<file path="src/rtl/booth_pkg.sv">
// Shared types for the sequential radix-2 Booth multiplier: FSM states and
// the Booth pair encodings {multiplier lsb, q-1}.
package booth_pkg;

    typedef enum logic [1:0] {
        IDLE = 2'd0,
        BUSY = 2'd1,
        DONE = 2'd2
    } state_t;

    localparam logic [1:0] PAIR_NOP_LO = 2'b00;
    localparam logic [1:0] PAIR_ADD    = 2'b01;
    localparam logic [1:0] PAIR_SUB    = 2'b10;
    localparam logic [1:0] PAIR_NOP_HI = 2'b11;

endpackage

</file>
<file path="src/rtl/seq_booth_multiplier_if.sv">
// Request/response bundle of the sequential Booth multiplier.
interface seq_booth_multiplier_if #(
    parameter int unsigned WIDTH = 8
);

    logic                 start;
    logic                 signed_mode;
    logic [WIDTH-1:0]     multiplicand;
    logic [WIDTH-1:0]     multiplier;
    logic                 busy;
    logic                 done;
    logic [2*WIDTH-1:0]   product;

    modport master (
        output start, signed_mode, multiplicand, multiplier,
        input  busy, done, product
    );

    modport slave (
        input  start, signed_mode, multiplicand, multiplier,
        output busy, done, product
    );

endinterface

</file>
<file path="src/rtl/booth_step.sv">
// One combinational Booth iteration: add/subtract the multiplicand according
// to the current pair, then arithmetic-shift {acc, mq, q1} right by one.
module booth_step
    import booth_pkg::*;
#(
    parameter int unsigned WIDTH = 8
) (
    input  logic [WIDTH+1:0] acc,
    input  logic [WIDTH:0]   mq,
    input  logic             q1,
    input  logic [WIDTH:0]   mcand,
    output logic [WIDTH+1:0] acc_c,
    output logic [WIDTH:0]   mq_c,
    output logic             q1_c
);

    logic [WIDTH+1:0] mcand_wide;
    logic [WIDTH+1:0] sum;

    // Guard bit keeps -(most negative extended operand) representable
    assign mcand_wide = {mcand[WIDTH], mcand};

    always_comb begin
        sum = acc;
        case ({mq[0], q1})
            PAIR_SUB: sum = acc - mcand_wide;
            PAIR_ADD: sum = acc + mcand_wide;
            default:  sum = acc;
        endcase
    end

    assign acc_c = {sum[WIDTH+1], sum[WIDTH+1:1]};
    assign mq_c  = {sum[0], mq[WIDTH:1]};
    assign q1_c  = mq[0];

endmodule

</file>
<file path="src/rtl/seq_booth_multiplier.sv">
// Sequential radix-2 Booth multiplier with fixed WIDTH+1 cycle latency,
// signed or unsigned operands selected per operation.
module seq_booth_multiplier
    import booth_pkg::*;
#(
    parameter int unsigned WIDTH = 8
) (
    input  logic                  clk,
    input  logic                  rst,
    seq_booth_multiplier_if.slave bus
);

    localparam int unsigned XW = WIDTH + 1;
    localparam int unsigned AW = WIDTH + 2;
    localparam int unsigned CW = $clog2(WIDTH + 1);
    localparam int unsigned PW = 2 * WIDTH;

    state_t         state, state_n;
    logic [CW-1:0]  cnt, cnt_n;
    logic [XW-1:0]  mcand, mcand_n;
    logic [XW-1:0]  mq, mq_n;
    logic [AW-1:0]  acc, acc_n;
    logic           q1, q1_n;
    logic [PW-1:0]  product, product_n;
    logic           busy, busy_n;
    logic           done, done_n;

    logic [AW-1:0]  acc_c;
    logic [XW-1:0]  mq_c;
    logic           q1_c;
    logic [XW-1:0]  mcand_ext_c;
    logic [XW-1:0]  mplier_ext_c;

    // Sign- or zero-extend operands to WIDTH+1 so unsigned values stay positive
    assign mcand_ext_c  = {bus.signed_mode & bus.multiplicand[WIDTH-1], bus.multiplicand};
    assign mplier_ext_c = {bus.signed_mode & bus.multiplier[WIDTH-1],   bus.multiplier};

    booth_step #(
        .WIDTH (WIDTH)
    ) u_step (
        .acc   (acc),
        .mq    (mq),
        .q1    (q1),
        .mcand (mcand),
        .acc_c (acc_c),
        .mq_c  (mq_c),
        .q1_c  (q1_c)
    );

    // Next-state and datapath update
    always_comb begin
        state_n   = state;
        cnt_n     = cnt;
        mcand_n   = mcand;
        mq_n      = mq;
        acc_n     = acc;
        q1_n      = q1;
        product_n = product;

        unique case (state)
            IDLE, DONE: begin
                state_n = IDLE;
                if (bus.start) begin
                    state_n = BUSY;
                    mcand_n = mcand_ext_c;
                    mq_n    = mplier_ext_c;
                    acc_n   = '0;
                    q1_n    = 1'b0;
                    cnt_n   = '0;
                end
            end
            BUSY: begin
                acc_n = acc_c;
                mq_n  = mq_c;
                q1_n  = q1_c;
                cnt_n = CW'(cnt + 1'b1);
                if (cnt == CW'(WIDTH)) begin
                    product_n = {acc_c[WIDTH-2:0], mq_c};
                    state_n   = DONE;
                end
            end
            default: state_n = IDLE;
        endcase

        busy_n = (state_n == BUSY);
        done_n = (state_n == DONE);
    end

    always_ff @(posedge clk or posedge rst) begin
        if (rst) begin
            state   <= IDLE;
            cnt     <= '0;
            mcand   <= '0;
            mq      <= '0;
            acc     <= '0;
            q1      <= 1'b0;
            product <= '0;
            busy    <= 1'b0;
            done    <= 1'b0;
        end else begin
            state   <= state_n;
            cnt     <= cnt_n;
            mcand   <= mcand_n;
            mq      <= mq_n;
            acc     <= acc_n;
            q1      <= q1_n;
            product <= product_n;
            busy    <= busy_n;
            done    <= done_n;
        end
    end

    assign bus.busy    = busy;
    assign bus.done    = done;
    assign bus.product = product;

endmodule

</file>
<file path="src/flat_wrapper.sv">
// flat-port wrapper written by rule: the top's interface ports become plain ports
module seq_booth_multiplier_flat import booth_pkg::*;
#(
    parameter int unsigned WIDTH = 8
)
  (clk, rst, bus_start, bus_signed_mode, bus_multiplicand, bus_multiplier, bus_busy, bus_done, bus_product);
  seq_booth_multiplier_if #(.WIDTH(WIDTH)) bus_i ();
  input  logic clk;
  input  logic rst;
  input wire logic [$bits(bus_i.start)-1:0] bus_start;
  input wire logic [$bits(bus_i.signed_mode)-1:0] bus_signed_mode;
  input wire logic [$bits(bus_i.multiplicand)-1:0] bus_multiplicand;
  input wire logic [$bits(bus_i.multiplier)-1:0] bus_multiplier;
  output wire logic [$bits(bus_i.busy)-1:0] bus_busy;
  output wire logic [$bits(bus_i.done)-1:0] bus_done;
  output wire logic [$bits(bus_i.product)-1:0] bus_product;
  assign bus_i.start = bus_start;
  assign bus_i.signed_mode = bus_signed_mode;
  assign bus_i.multiplicand = bus_multiplicand;
  assign bus_i.multiplier = bus_multiplier;
  assign bus_busy = bus_i.busy;
  assign bus_done = bus_i.done;
  assign bus_product = bus_i.product;
  seq_booth_multiplier #(.WIDTH(WIDTH)) u_core (.clk(clk), .rst(rst), .bus(bus_i));
endmodule
</file>
<file path="config.mk">
export PLATFORM = sky130hd
export DESIGN_NAME = seq_booth_multiplier_flat
export DESIGN_NICKNAME = d
export VERILOG_FILES = /design/src/rtl/booth_pkg.sv /design/src/rtl/seq_booth_multiplier_if.sv /design/src/rtl/booth_step.sv /design/src/rtl/seq_booth_multiplier.sv /design/src/flat_wrapper.sv
export SDC_FILE = /design/constraint.sdc
export NUM_CORES = 1
export LEC_CHECK = 0
export CAP_MARGIN = 15
export CORE_MARGIN = 2
export CORE_UTILIZATION = 44
export CTS_CLUSTER_SIZE = 40
export DETAILED_ROUTE_END_ITERATION = 12
export DONT_BUFFER_PORTS = 1
export PLACE_DENSITY = 0.68
export SLEW_MARGIN = 25
export SYNTH_ARGS = -nofsm -noshare
export SYNTH_HDL_FRONTEND = slang
export SYNTH_SLANG_ARGS = --single-unit
</file>
<file path="constraint.sdc">
create_clock -name clk -period 2.3 [get_ports clk]
set_input_delay 0.46 -clock clk [delete_from_list [all_inputs] [get_ports clk]]
set_output_delay 0.46 -clock clk [all_outputs]
set_load 0.005 [all_outputs]
</file>
# After elaboration in Yosys (flattened, before gate mapping)
# Cells that the tools add are included.
totals:
  reg_bits: 53
  input_bits: 20
  output_inout_bits: 18
  wordCells: 40
classes:
  add_sub_neg: 3
  eq_ne: 8
  muxes: 12
  bitwise: 2
  n_reduce_logical: 6
ops:
  columns: ["op", "count"]
  rows:
  - ["one-hot mux 10 bit (2 select lines)", 2]
  - ["one-hot mux 9 bit (2 select lines)", 1]
  - ["adder 10 bit", 1]
  - ["2-to-1 mux 10 bit", 1]
  - ["subtractor 10 bit", 1]
  - ["2-to-1 mux 9 bit", 1]
  - ["one-hot mux 4 bit (2 select lines)", 1]
  - ["equality test 2 x 1 -> 1 bit, second input constant", 3]
  - ["equality test 2 bit, second input constant", 3]
  - ["AND reduction 2 bit", 3]
  - ["adder 4 x 1 -> 4 bit, second input constant", 1]
  - ["equality test 4 bit, second input constant", 1]
  - ["2-to-1 mux 4 bit", 1]
  - ["one-hot mux 2 bit (2 select lines)", 1]
  - ["AND 1 bit", 2]
  - ["logical NOT 2 bit", 1]
  - ["2-to-1 mux 1 bit", 2]
  - ["2-to-1 mux 2 bit", 1]
  - ["inequality test 2 bit, second input constant", 1]
  - ["one-hot mux 1 bit (2 select lines)", 1]
  - ["nonzero test 2 bit", 1]
  - ["OR reduction 2 bit", 1]

# Depth between registers and ports, before layout
# Gate-level depths: netlist of the first run.
depth:
  word_depth: 4
  ltp_mapped: 13
  depth_no_buf: 11

# Modules after synthesis
# Synthesis of the first run repeated with hierarchy kept, for this count alone.
hier_totals:
  cells_unflattened: 268
  hier_area_um2: 2911.5
by_module_without_submodules:
  columns: ["module", "instances", "cells_each", "area_per_inst_um2", "seq_area_each_um2"]
  rows:
  - ["seq_booth_multiplier", 1, 157, 2117.0, 1326.3]
  - ["booth_step", 1, 111, 794.5, 0.0]

# Worst setup path after synthesis of the first run
# No wires, ideal clock.
synth_timing:
  kind: "reg-to-reg"
  from: "register u_core.mcand[4]"
  to: "register u_core.acc[8]"
  setup_time_ns: 0.122
  arrival_time_ns: 2.303
  t_required_ns: 2.178
  slack_ns: -0.125
  stages_incl_launch_ff: 12
  path_buffers: 0
  synth_period_minus_slack_ns: 2.425
  path_cell_list: "dfrtp_1 or4_4 nor3_2 a21oi_1 xor2_1 ha_1 nand2_1 o21bai_1 a22oi_1 nand3_1 xnor2_1 o21ai_1"
synth_between:
  elab_chain_len: 3
  elab_cells_between_ends: 4
  classes_between: "add/sub (2); mux (2)"
synth_rtl:
  columns: ["item", "line", "rtl"]
  rows:
  - ["start: declaration", "seq_booth_multiplier.sv:20", "logic [XW-1:0] mcand, mcand_n;"]
  - ["start signal: assignment", "seq_booth_multiplier.sv:103", "mcand <= mcand_n;"]
  - ["adder 10 bit / subtractor 10 bit (equally long branches)", "booth_step.sv:27, booth_step.sv:26", null]
  - ["one-hot mux 10 bit (2 select lines) (*)", "booth_step.sv:25", "case ({mq[0], q1})"]
  - ["one-hot mux 10 bit (2 select lines) (*)", "seq_booth_multiplier.sv:60", "unique case (state)"]
  - ["end signal: assignment", "seq_booth_multiplier.sv:105", "acc <= acc_n;"]
  - ["end: declaration", "seq_booth_multiplier.sv:22", "logic [AW-1:0] acc, acc_n;"]
# Every way passes the cells marked *; elsewhere a longest branch is shown, timed or not.
# A chain may end at the register's enable or synchronous reset.

# Worst setup path after layout of the first run
layout_timing:
  from: "register u_core.mcand[2]"
  to: "register u_core.product[15] (netlist: u_core.bus.product[15])"
layout_between:
  elab_chain_len: 2
  elab_cells_between_ends: 3
  classes_between: "add/sub (2); mux (1)"
layout_rtl:
  columns: ["item", "line", "rtl"]
  rows:
  - ["adder 10 bit / subtractor 10 bit (equally long branches)", "booth_step.sv:27, booth_step.sv:26", null]
  - ["one-hot mux 10 bit (2 select lines) (*)", "booth_step.sv:25", null]
  - ["end signal: assignment", "seq_booth_multiplier.sv:107", "product <= product_n;"]
  - ["end: declaration", "seq_booth_multiplier.sv:24", "logic [PW-1:0] product, product_n;"]
# Marked as above.

==> run metrics, run 1 <==
Port Buf Inserts=0; Final Util=0.568; overall routing resource usage=0.188; Synth area leader=dfrtp_1; Synth Flop Type=dfrtp_1; register-to-register path setup slack=-0.22 ns; Yosys warnings=0; post-route worst setup slack=-0.219 ns; Worst R2R Start=u_core.mcand[2]$_DFFE_PP0P_; Seq/Total Area, Yosys=0.479; post-detailed-route count of antenna-violating nets=0; area of the mapped netlist=between 2000 and 3000 um2; highest-count cells in the layout ignoring fill and taps=dfrtp_1, nand2_1, buf_4; Fmax achieved=0.397 GHz; Crit Path Max Fanout=4; number of inserted filler cells in the final layout=530; routability congestion estimate=between 0.8 and 0.9; data required time at the worst endpoint=2.53 ns; delay of the slowest critical-path stage=around 0.46 ns; arrival time of the worst setup path=2.75 ns; post-place setup slack=-0.205 ns; area share of the largest cell type after synthesis=0.479; number of iterations in the first detailed-routing pass=4; TritonCTS clock tree=done; Reg2Reg Capture Point=u_core.bus.product[15]$_DFFE_PP0P_; CORE AREA=about 6000 um2; multi-input gate area in the final layout=approximately 1500 um2; nets@finish=344; minimum clock period=between 2 and 3 ns; ranking of synthesized cells by area=dfrtp_1, nand2_1, ha_1; classification of the worst-slack hold path=input pin to async pin; CTS Buf Count=5; Post-synth EDFFs=0; worst path buffer plus inverter count=1; outcome=complete, but fails checks; WS Path Type=register to register; max-slew violation total from the final report=0; buffers from clock root to sink, at most=2; library cells used by synthesis=40; violations in the final reports=negative setup slack; clock tree root buffer cell=clkbuf_8; fraction of registers with async set or reset after synthesis=1.00; element type at the critical path start=register; CTS Hold Bufs=0; vertical extent of the die=between 80 and 90 um; crit path cell chain=buf_4 > nor2_1 > a21oi_2 > xor2_1 > ha_1 > nand4_1 > a21oi_2 > nor4_2 > a311o_1 > mux2i_1; area of all sequential standard cells=1300 um2; count of clock tree sinks=52; wire length after detailed routing=about 5900 um; reported max-cap violation count=0; share of post-route cells with drive strength above 1=0.309; total number of vias=between 2000 and 2500; slowest cell on the critical path=dfrtp_2; initial cell density of the core=0.457; drc violations=0; number of antenna diodes=0; initial antenna violation count=0; synthesized area per cell=between 9 and 10 um2; depth of the most critical reg-to-reg path=10; global-route wire length before repair=about 9700 um; CP top delay family=compound AO/OA/AOI/OAI gates; standard-cell rows=28; io pins=38; detail-routed net length per standard cell=between 15 and 20 um; number of endpoints failing setup at the final stage=6; clock insertion delay at the later pin of the skew report=~0.31 ns; endpoint type of the worst setup path=register; maximum number of pins on one net before global-route repair=53; Post-Syn Instances=around 270; syn nets=slightly above 300; Overflow after GRT=0; layout overhead on the synthesized area=24.5%; Slew headroom=0.564; clock transition at the register clock pins on the worst setup and hold paths after CTS=about 0.10 ns; Worst-Margin Slew=~0.65 ns; Clock Skew=0.00474 ns; most frequent standard cell in the layout excluding fill and tap cells=dfrtp_1; number of flip-flops and latches in the synthesized netlist=52; via count of the first global-routing pass=about 2100; most frequent CP cell=a21oi_2; die footprint=6820 um2; Hold Vio Cnt, Final=0; first-iteration detailed-routing DRC count=roughly 180; CTS H-tree lvls=2; via count normalized by instance count=about 5.5; HPWL after detailed placement=just over 4000 um; RSZ-0062 raised after global routing=yes; Final period util=1.10; horizontal extent of the die=between 80 and 90 um
## worst register-to-register path, cell delays in order, from the launching register on
cell and delay, ns:
dfrtp_2 0.46, buf_4 0.17, nor2_1 0.13, a21oi_2 0.08
xor2_1 0.17, ha_1 0.38, nand4_1 0.22, a21oi_2 0.26
nor4_2 0.05, a311o_1 0.35, mux2i_1 0.17
## layer usage
layer / share of wire / vias to the layer above / wire (um) / track usage
met3: 0.060 / 7 / 358 / 0.0446
met1: 0.44 / 1037 / 2600 / 0.246
li1: - / 1031 / - / -
met2: 0.49 / 47 / 2900 / 0.308
met4: 0.013 / 0 / 78 / 0.0590
met5: 0 / - / 0 / 0
## final cells by class
| class | instances | share of cell area |
|---|---|---|
| Inverter | 12 | 0.0133 |
| Sequential cell | 52 | 0.385 |
| Timing Repair Buffer | 42 | 0.0965 |
| Multi-Input combinational cell | 197 | 0.449 |
| Tap cell | 75 | 0.0277 |
| Clock inverter | 3 | 0.00813 |
| Clock buffer | 5 | 0.0203 |
## state kept, by name, summed over array words and instances, names as in the netlist
signal              flops
u_core.bus.product     16
u_core.acc              9
u_core.mcand            9
u_core.mq               9
u_core.cnt              4
u_core.state            2
u_core.bus.busy         1
u_core.bus.done         1
u_core.q1               1
## cells by family (layout without fill, tap and decap cells)
group | after synthesis | after routing | synth area share
AND/OR/NAND/NOR | 87 | 87 | 0.147
AO/OA/AOI/OAI | 66 | 66 | 0.159
adder cells (fa/ha/maj) | 14 | 14 | 0.0672
flip-flops | 52 | 52 | 0.479
multiplexers | 18 | 18 | 0.0732
XOR/XNOR | 12 | 12 | 0.0387
buffers and inverters | 23 | 62 | 0.0364
## cell usage after synthesis, types with 5 or more instances
cell type,count
dfrtp_1,52
mux2_2,5
nor3_1,7
a22o_1,7
inv_1,12
a21oi_1,11
o21ai_0,5
nand3_1,6
nor2_1,8
o21ai_1,16
nand2_1,51
mux2_1,10
xor2_1,8
ha_1,13
clkbuf_1,8
a22oi_1,8
## worst max path at each step
stage | startpoint | end | slack (ns) | cells past startpoint
6_report | u_core.mcand[2]$_DFFE_PP0P_ | u_core.bus.product[15]$_DFFE_PP0P_ | -0.22 | 10
3_3_place_gp | u_core.mcand[0]$_DFFE_PP0P_ | u_core.bus.product[14]$_DFFE_PP0P_ | -0.21 | 11
2_1_floorplan | u_core.mcand[4]$_DFFE_PP0P_ | u_core.acc[8]$_DFFE_PP0P_ | -0.12 | 11
4_1_cts | u_core.mcand[5]$_DFFE_PP0P_ | u_core.acc[8]$_DFFE_PP0P_ | -0.21 | 11
3_5_place_dp | u_core.mcand[5]$_DFFE_PP0P_ | u_core.acc[8]$_DFFE_PP0P_ | -0.20 | 11
5_1_grt | u_core.mcand[2]$_DFFE_PP0P_ | u_core.bus.product[15]$_DFFE_PP0P_ | -0.33 | 10
## metrics by stage
step                std cells  cell area (um2)  hold WS, ns  TNS [ns]
floorplan                 272             2720        0.445    -0.125
global placement          372             3030        0.462     -1.05
detailed placement        372             3030        0.466     -1.16
CTS                       384             3310        0.214    -0.788
global route              386             3390        0.244     -1.81
finish                    386             3390        0.190    -0.834
## what timing repair did
action | 4_1_cts | 5_1_grt
pin swaps | 23 | 14
hold endpoints to repair | 0 | 0
setup buffers | 4 | 2
gates resized for setup | 34 | 15
setup endpoints to repair | 10 | 11
Power of run 1 is not shown: default switching activity piles up to over one toggle a cycle in this logic, so the estimate is an artifact.
==> run 2: changes to the inputs <==
--- a/config.mk
+++ b/config.mk
@@ -6,11 +6,14 @@
 export NUM_CORES = 1
 export LEC_CHECK = 0
 export CAP_MARGIN = 15
+export CORE_ASPECT_RATIO = 0.9
 export CORE_MARGIN = 2
 export CORE_UTILIZATION = 44
+export CTS_CLUSTER_DIAMETER = 200
 export CTS_CLUSTER_SIZE = 40
 export DETAILED_ROUTE_END_ITERATION = 12
 export DONT_BUFFER_PORTS = 1
+export HOLD_SLACK_MARGIN = 0.15
 export PLACE_DENSITY = 0.68
 export SLEW_MARGIN = 25
 export SYNTH_ARGS = -nofsm -noshare
==> run metrics, run 2 (same netlist as run 1, synthesis figures left out) <==
Reg2Reg Capture Point=u_core.acc[8]$_DFFE_PP0P_; number of antenna diodes=0 (unchanged); instance count on the critical path=11 (+1); most flop-heavy register=u_core.bus.product; worst path buffer plus inverter count=0 (-1); global-route wire length before repair=9790 um (+0.58%); worst setup path startpoint=u_core.mcand[5]$_DFFE_PP0P_; via count of the first global-routing pass=2012 (-2.5%); detail-routed net length per standard cell=16.6 um (+7.7%); classification of the worst-slack hold path=input pin to register; nets@finish=344 (unchanged); Fmax achieved=0.392 GHz (-1.3%); total number of vias=2114 (-0.38%); first-iteration detailed-routing DRC count=146 (-18%); clock transition at the register clock pins on the worst setup and hold paths after CTS=0.09 ns (about the same); slowest cell on the critical path=or4_4; Hold Vio Cnt, Final=0 (unchanged); arrival time of the worst setup path=2.75 ns (about the same); drc violations=0 (unchanged); endpoint type of the worst setup path=register; CTS H-tree lvls=2 (unchanged); number of inserted filler cells in the final layout=492 (-7.2%); Clock Skew=0.00985 ns (+0.00511 ns); depth of the most critical reg-to-reg path=11 (+1); WS Path Type=register to register; Final period util=1.11 (+0.0149); post-route setup TNS=-1.08 ns (-0.245 ns); HPWL after detailed placement=4190 um (+1.8%); highest-count cells in the layout ignoring fill and taps=dfrtp_1, nand2_1, buf_4; post-detailed-route count of antenna-violating nets=0 (unchanged); element type at the critical path start=register; register-to-register path setup slack=-0.25 ns (-0.03 ns); Worst-Margin Slew=0.574 ns (-0.0793 ns); vertical extent of the die=78.6 um (-4.9%); number of iterations in the first detailed-routing pass=4 (unchanged); TritonCTS clock tree=done; CTS Buf Count=5 (unchanged); buffers from clock root to sink, at most=2 (unchanged); Worst R2R Start=u_core.mcand[5]$_DFFE_PP0P_; Overflow after GRT=0 (unchanged); CORE AREA=6050 um2 (+1.5%); post-route worst setup slack=-0.253 ns (-0.0344 ns); via count normalized by instance count=5.52 (+0.40%); CP top delay family=simple AND/OR/NAND/NOR gates; clock tree root buffer cell=clkbuf_8; number of endpoints failing setup at the final stage=8 (+2); data required time at the worst endpoint=2.50 ns (-0.03 ns); io pins=38 (unchanged); reported max-cap violation count=0 (unchanged); standard-cell rows=27 (-3.6%); area after detailed placement=3020 um2 (-0.37%); max-slew violation total from the final report=0 (unchanged); outcome=complete, but fails checks; horizontal extent of the die=86.9 um (+5.1%); routability congestion estimate=0.830 (+2.7%); area of all placed cells without fillers=3430 um2 (+1.3%); share of post-route cells with drive strength above 1=0.299 (-0.00965); wire length after detailed routing=6350 um (+6.8%); overall routing resource usage=0.183 (-0.00524); initial cell density of the core=0.450 (-0.00690); Crit Path Max Fanout=3 (-1); count of clock tree sinks=52 (unchanged); delay of the slowest critical-path stage=0.56 ns (+0.10 ns); violations in the final reports=negative setup slack; most frequent standard cell in the layout excluding fill and tap cells=dfrtp_1; maximum number of pins on one net before global-route repair=32 (-40%); RSZ-0062 raised after global routing=yes; crit path cell chain=or4_4 > nor3_4 > a21oi_2 > xor2_1 > ha_1 > nand2_2 > o21bai_4 > a22oi_1 > nand3_1 > xnor2_1 > o21ai_1; Largest register FFs=16 (unchanged); destination of the critical timing path=u_core.acc[8]$_DFFE_PP0P_; clock insertion delay at the later pin of the skew report=0.31 ns (about the same); minimum clock period=2.55 ns (+0.0344 ns); initial antenna violation count=0 (unchanged); layout overhead on the synthesized area=26.2%; die footprint=6830 um2 (about the same); Slew headroom=0.616 (+0.0521); Port Buf Inserts=0 (unchanged)
[run 2: what timing repair did]
item / in CTS / in global routing
endpoints found under the setup margin: 10 / 12
hold buffers: 1 / 0
buffers inserted: 0 / 8
pin swaps: 13 / 17
resized for setup: 22 / 29
endpoints found under the hold margin: 21 / 0
[run 2: metrics by stage]
step / cells / hold slack (ns) / setup slack [ns] / utilization
after floorplan: 272 / 0.445 / -0.125 / -
after global placement: 366 / 0.404 / -0.160 / 0.500
after detailed placement: 366 / 0.411 / -0.233 / 0.500
after CTS: 375 / 0.248 / -0.223 / 0.529
after global routing: 383 / 0.246 / -0.399 / 0.567
final: 383 / 0.251 / -0.253 / 0.567
[run 2: area by class of cell]
cell class,instances,area [um2],share of cell area
clock inverters,3,26.3,0.00766
inverters,12,45.0,0.0131
multi-input cells,197,1550,0.453
flip-flops and latches,52,1300,0.379
clock buffers,5,68.8,0.0201
well taps,72,90.1,0.0263
repair buffers,42,345,0.101
[run 2: worst min-delay path by stage]
stage	start	end	cells after the start	slack (ns)
2_1_floorplan	u_core.cnt[3]$_DFFE_PP0P_	u_core.cnt[3]$_DFFE_PP0P_	1	0.44
4_1_cts	bus_multiplicand[4]	u_core.mcand[4]$_DFFE_PP0P_	2	0.25
3_3_place_gp	rst	u_core.bus.product[12]$_DFFE_PP0P_	1	0.40
6_report	bus_multiplicand[4]	u_core.mcand[4]$_DFFE_PP0P_	2	0.25
3_5_place_dp	rst	u_core.bus.product[12]$_DFFE_PP0P_	1	0.41
5_1_grt	bus_multiplicand[4]	u_core.mcand[4]$_DFFE_PP0P_	2	0.25
[run 2: per-layer routing]
metal | GRT usage | routed length (um)
met5 | 0 | 0
met4 | 0.0563 | 85
met3 | 0.0452 | 287
met2 | 0.272 | 2910
met1 | 0.261 | 3060
Power of run 2 is left out for the same reason.
==> run 3: changes to the inputs <==
--- a/config.mk
+++ b/config.mk
@@ -18,4 +18,5 @@
 export SLEW_MARGIN = 25
 export SYNTH_ARGS = -nofsm -noshare
 export SYNTH_HDL_FRONTEND = slang
+export SYNTH_HIERARCHICAL = 1
 export SYNTH_SLANG_ARGS = --single-unit
==> run metrics, run 3 <==
layout overhead on the synthesized area=18.4%; most frequent CP cell=a21oi_2; number of placed cells counting well taps=365 (-0.27%); most frequent standard cell in the layout excluding fill and tap cells=dfrtp_1; syn nets=302 (-1.3%); area share of the largest cell type after synthesis=0.456 (-0.0231); io pins=38 (unchanged); highest-count cells in the layout ignoring fill and taps=dfrtp_1, nand2_1, buf_4; minimum clock period=2.54 ns (-0.0135 ns); post-detailed-route count of antenna-violating nets=0 (unchanged); depth of the most critical reg-to-reg path=10 (-1); destination of the critical timing path=u_core/acc[9]$_DFFE_PP0P_; post-place setup slack=-0.310 ns (-0.0771 ns); maximum number of pins on one net before global-route repair=29 (-9.4%); via count of the first global-routing pass=2037 (+1.2%); Hold Vio Cnt, Final=0 (unchanged); Reg2Reg Capture Point=u_core/acc[9]$_DFFE_PP0P_; synthesized area per cell=10.9 um2 (+8.7%); leading cell type by number of instances after synthesis=dfrtp_1; arrival time of the worst setup path=2.75 ns (about the same); initial antenna violation count=0 (unchanged); endpoint type of the worst setup path=register; standard-cell rows=28 (+3.7%); clock transition at the register clock pins on the worst setup and hold paths after CTS=0.10 ns (about the same); slowest cell on the critical path=dfrtp_2; max-slew violation total from the final report=0 (unchanged); RSZ-0062 raised after global routing=yes; commonest cells in the synthesized netlist=dfrtp_1, nand2_1, a22o_1, a21o_1, ha_1; register-to-register path setup slack=-0.24 ns (about the same); CORE AREA=6480 um2 (+7.2%); element type at the critical path start=register; worst-case hold slack=0.244 ns (-0.00752 ns); total number of vias=2087 (-1.3%); Synth Flop Type=dfrtp_1; Crit Path Max Fanout=3 (unchanged); Post-Syn Instances=268 (-1.5%); post-route worst setup slack=-0.239 ns (+0.0135 ns); buffers from clock root to sink, at most=2 (unchanged); Worst-Margin Slew=0.556 ns (-0.0187 ns); number of antenna diodes=0 (unchanged); Fmax achieved=0.394 GHz (+0.53%); area of the mapped netlist=2910 um2 (+7.1%); CTS H-tree lvls=2 (unchanged); Post-synth EDFFs=0 (unchanged); Worst R2R Start=u_core/mcand[3]$_DFFE_PP0P_; drc violations=0 (unchanged); HPWL after detailed placement=4270 um (+1.8%); routability congestion estimate=0.927 (+12%); worst setup path startpoint=u_core/mcand[3]$_DFFE_PP0P_; CTS Buf Count=5 (unchanged); die footprint=7280 um2 (+6.7%); fraction of registers with async set or reset after synthesis=1.00 (unchanged); horizontal extent of the die=89.7 um (+3.3%); initial cell density of the core=0.449 (about the same); Overflow after GRT=0 (unchanged); first-iteration detailed-routing DRC count=71 (-51%); nets@finish=322 (-6.4%); share of post-route cells with drive strength above 1=0.346 (+0.0470); clock insertion delay at the later pin of the skew report=0.32 ns (about the same); number of flip-flops and latches in the synthesized netlist=53 (+1.9%); detail-routed net length per standard cell=16.2 um (-2.5%); Final period util=1.10 (-0.00586); classification of the worst-slack hold path=input pin to register; Synth area leader=dfrtp_1; number of endpoints failing setup at the final stage=11 (+3); ranking of synthesized cells by area=dfrtp_1, a22o_1, ha_1; reported max-cap violation count=0 (unchanged); clock tree root buffer cell=clkbuf_8; via count normalized by instance count=5.51 (-0.24%); Seq/Total Area, Yosys=0.456 (-0.0231); outcome=complete, but fails checks; most flop-heavy register=u_core/bus.product; count of clock tree sinks=53 (+1.9%); global-route wire length before repair=9890 um (+0.98%); vertical extent of the die=81.2 um (+3.3%); Slew headroom=0.629 (+0.0127); library cells used by synthesis=43 (+7.5%); TritonCTS clock tree=done; post-route insts no fill=379 (-1.0%); Port Buf Inserts=0 (unchanged); Largest register FFs=16 (unchanged); violations in the final reports=negative setup slack; Yosys warnings=6 (+6); overall routing resource usage=0.169 (-0.0131); Clock Skew=0.00939 ns (-0.000462 ns); largest registers ranked by flip-flop count=u_core/bus.product (16), u_core/acc (10); crit path cell chain=nor4_4 > a31oi_1 > xor2_1 > ha_1 > a21oi_2 > o21ai_2 > a21oi_2 > mux2i_1 > xnor2_1 > a22o_1; number of iterations in the first detailed-routing pass=5 (+1); WS Path Type=register to register; data required time at the worst endpoint=2.51 ns (about the same); wire length after detailed routing=6120 um (-3.5%); delay of the slowest critical-path stage=0.45 ns (-0.11 ns)
-- run 3: cells by family (layout without fill, tap and decap cells) --
group | after synthesis | after routing | synth area share
simple gates | 72 | 72 | 0.127
compound gates | 65 | 65 | 0.162
flops | 53 | 53 | 0.456
buf+inv | 29 | 50 | 0.0584
mux | 22 | 22 | 0.0958
fa+ha+maj | 14 | 14 | 0.0627
xor+xnor | 13 | 13 | 0.0391
-- run 3: per-layer routing --
metal,part of all wire,GRT usage,up-vias
met1,0.43,0.207,1055
met4,0.012,0.0646,0
met2,0.51,0.301,36
li1,-,-,988
met3,0.044,0.0353,8
met5,0,0,-
-- run 3: critical path, delay by kind of cell, from the launching register on --
kind            cells  cell delay, ns
flops               1            0.45
mux                 1            0.22
compound gates      5            0.77
simple gates        1            0.35
xor+xnor            2            0.28
fa+ha+maj           1            0.36
-- run 3: how the worst min path moves through the flow --
stage | start | end | slack (ns) | cells after the start
final | bus_multiplicand[3] | u_core/mcand[3]$_DFFE_PP0P_ | 0.24 | 2
after global placement | rst | u_core/bus.product[0]$_DFFE_PP0P_ | 0.42 | 1
after detailed placement | rst | u_core/bus.product[0]$_DFFE_PP0P_ | 0.43 | 1
after global routing | bus_multiplicand[3] | u_core/mcand[3]$_DFFE_PP0P_ | 0.24 | 2
after CTS | bus_multiplicand[1] | u_core/mcand[1]$_DFFE_PP0P_ | 0.23 | 2
after floorplan | u_core/mq[1]$_DFFE_PP0P_ | u_core/mq[1]$_DFFE_PP0P_ | 0.45 | 1
-- run 3: final cells by class --
type                       count  area, um2
fill                         538       3030
multi-input combinational    186       1600
sequential                    53       1330
timing repair buffer          35        285
tap                           90        113
clock buffer                   5       68.8
inverter                       7       26.3
clock inverter                 3       25.0
-- run 3: what timing repair did --
action | CTS | global route
gates cloned | 0 | 0
pin swaps | 4 | 17
setup buffers | 1 | 4
setup endpoints to repair | 11 | 13
resized for setup | 11 | 35
hold buffers | 1 | 0
endpoints found under the hold margin | 25 | 0
-- run 3: metrics by stage --
| stage | utilization | area, um2 | TNS, ns |
|---|---|---|---|
| CTS | 0.510 | 3300 | -1.85 |
| finish | 0.532 | 3450 | -1.77 |
| detailed placement | 0.485 | 3150 | -2.61 |
| global placement | 0.485 | 3150 | -1.95 |
| global route | 0.532 | 3450 | -3.03 |
| floorplan | - | 2960 | -0.796 |
Power of run 3 is left out for the same reason.
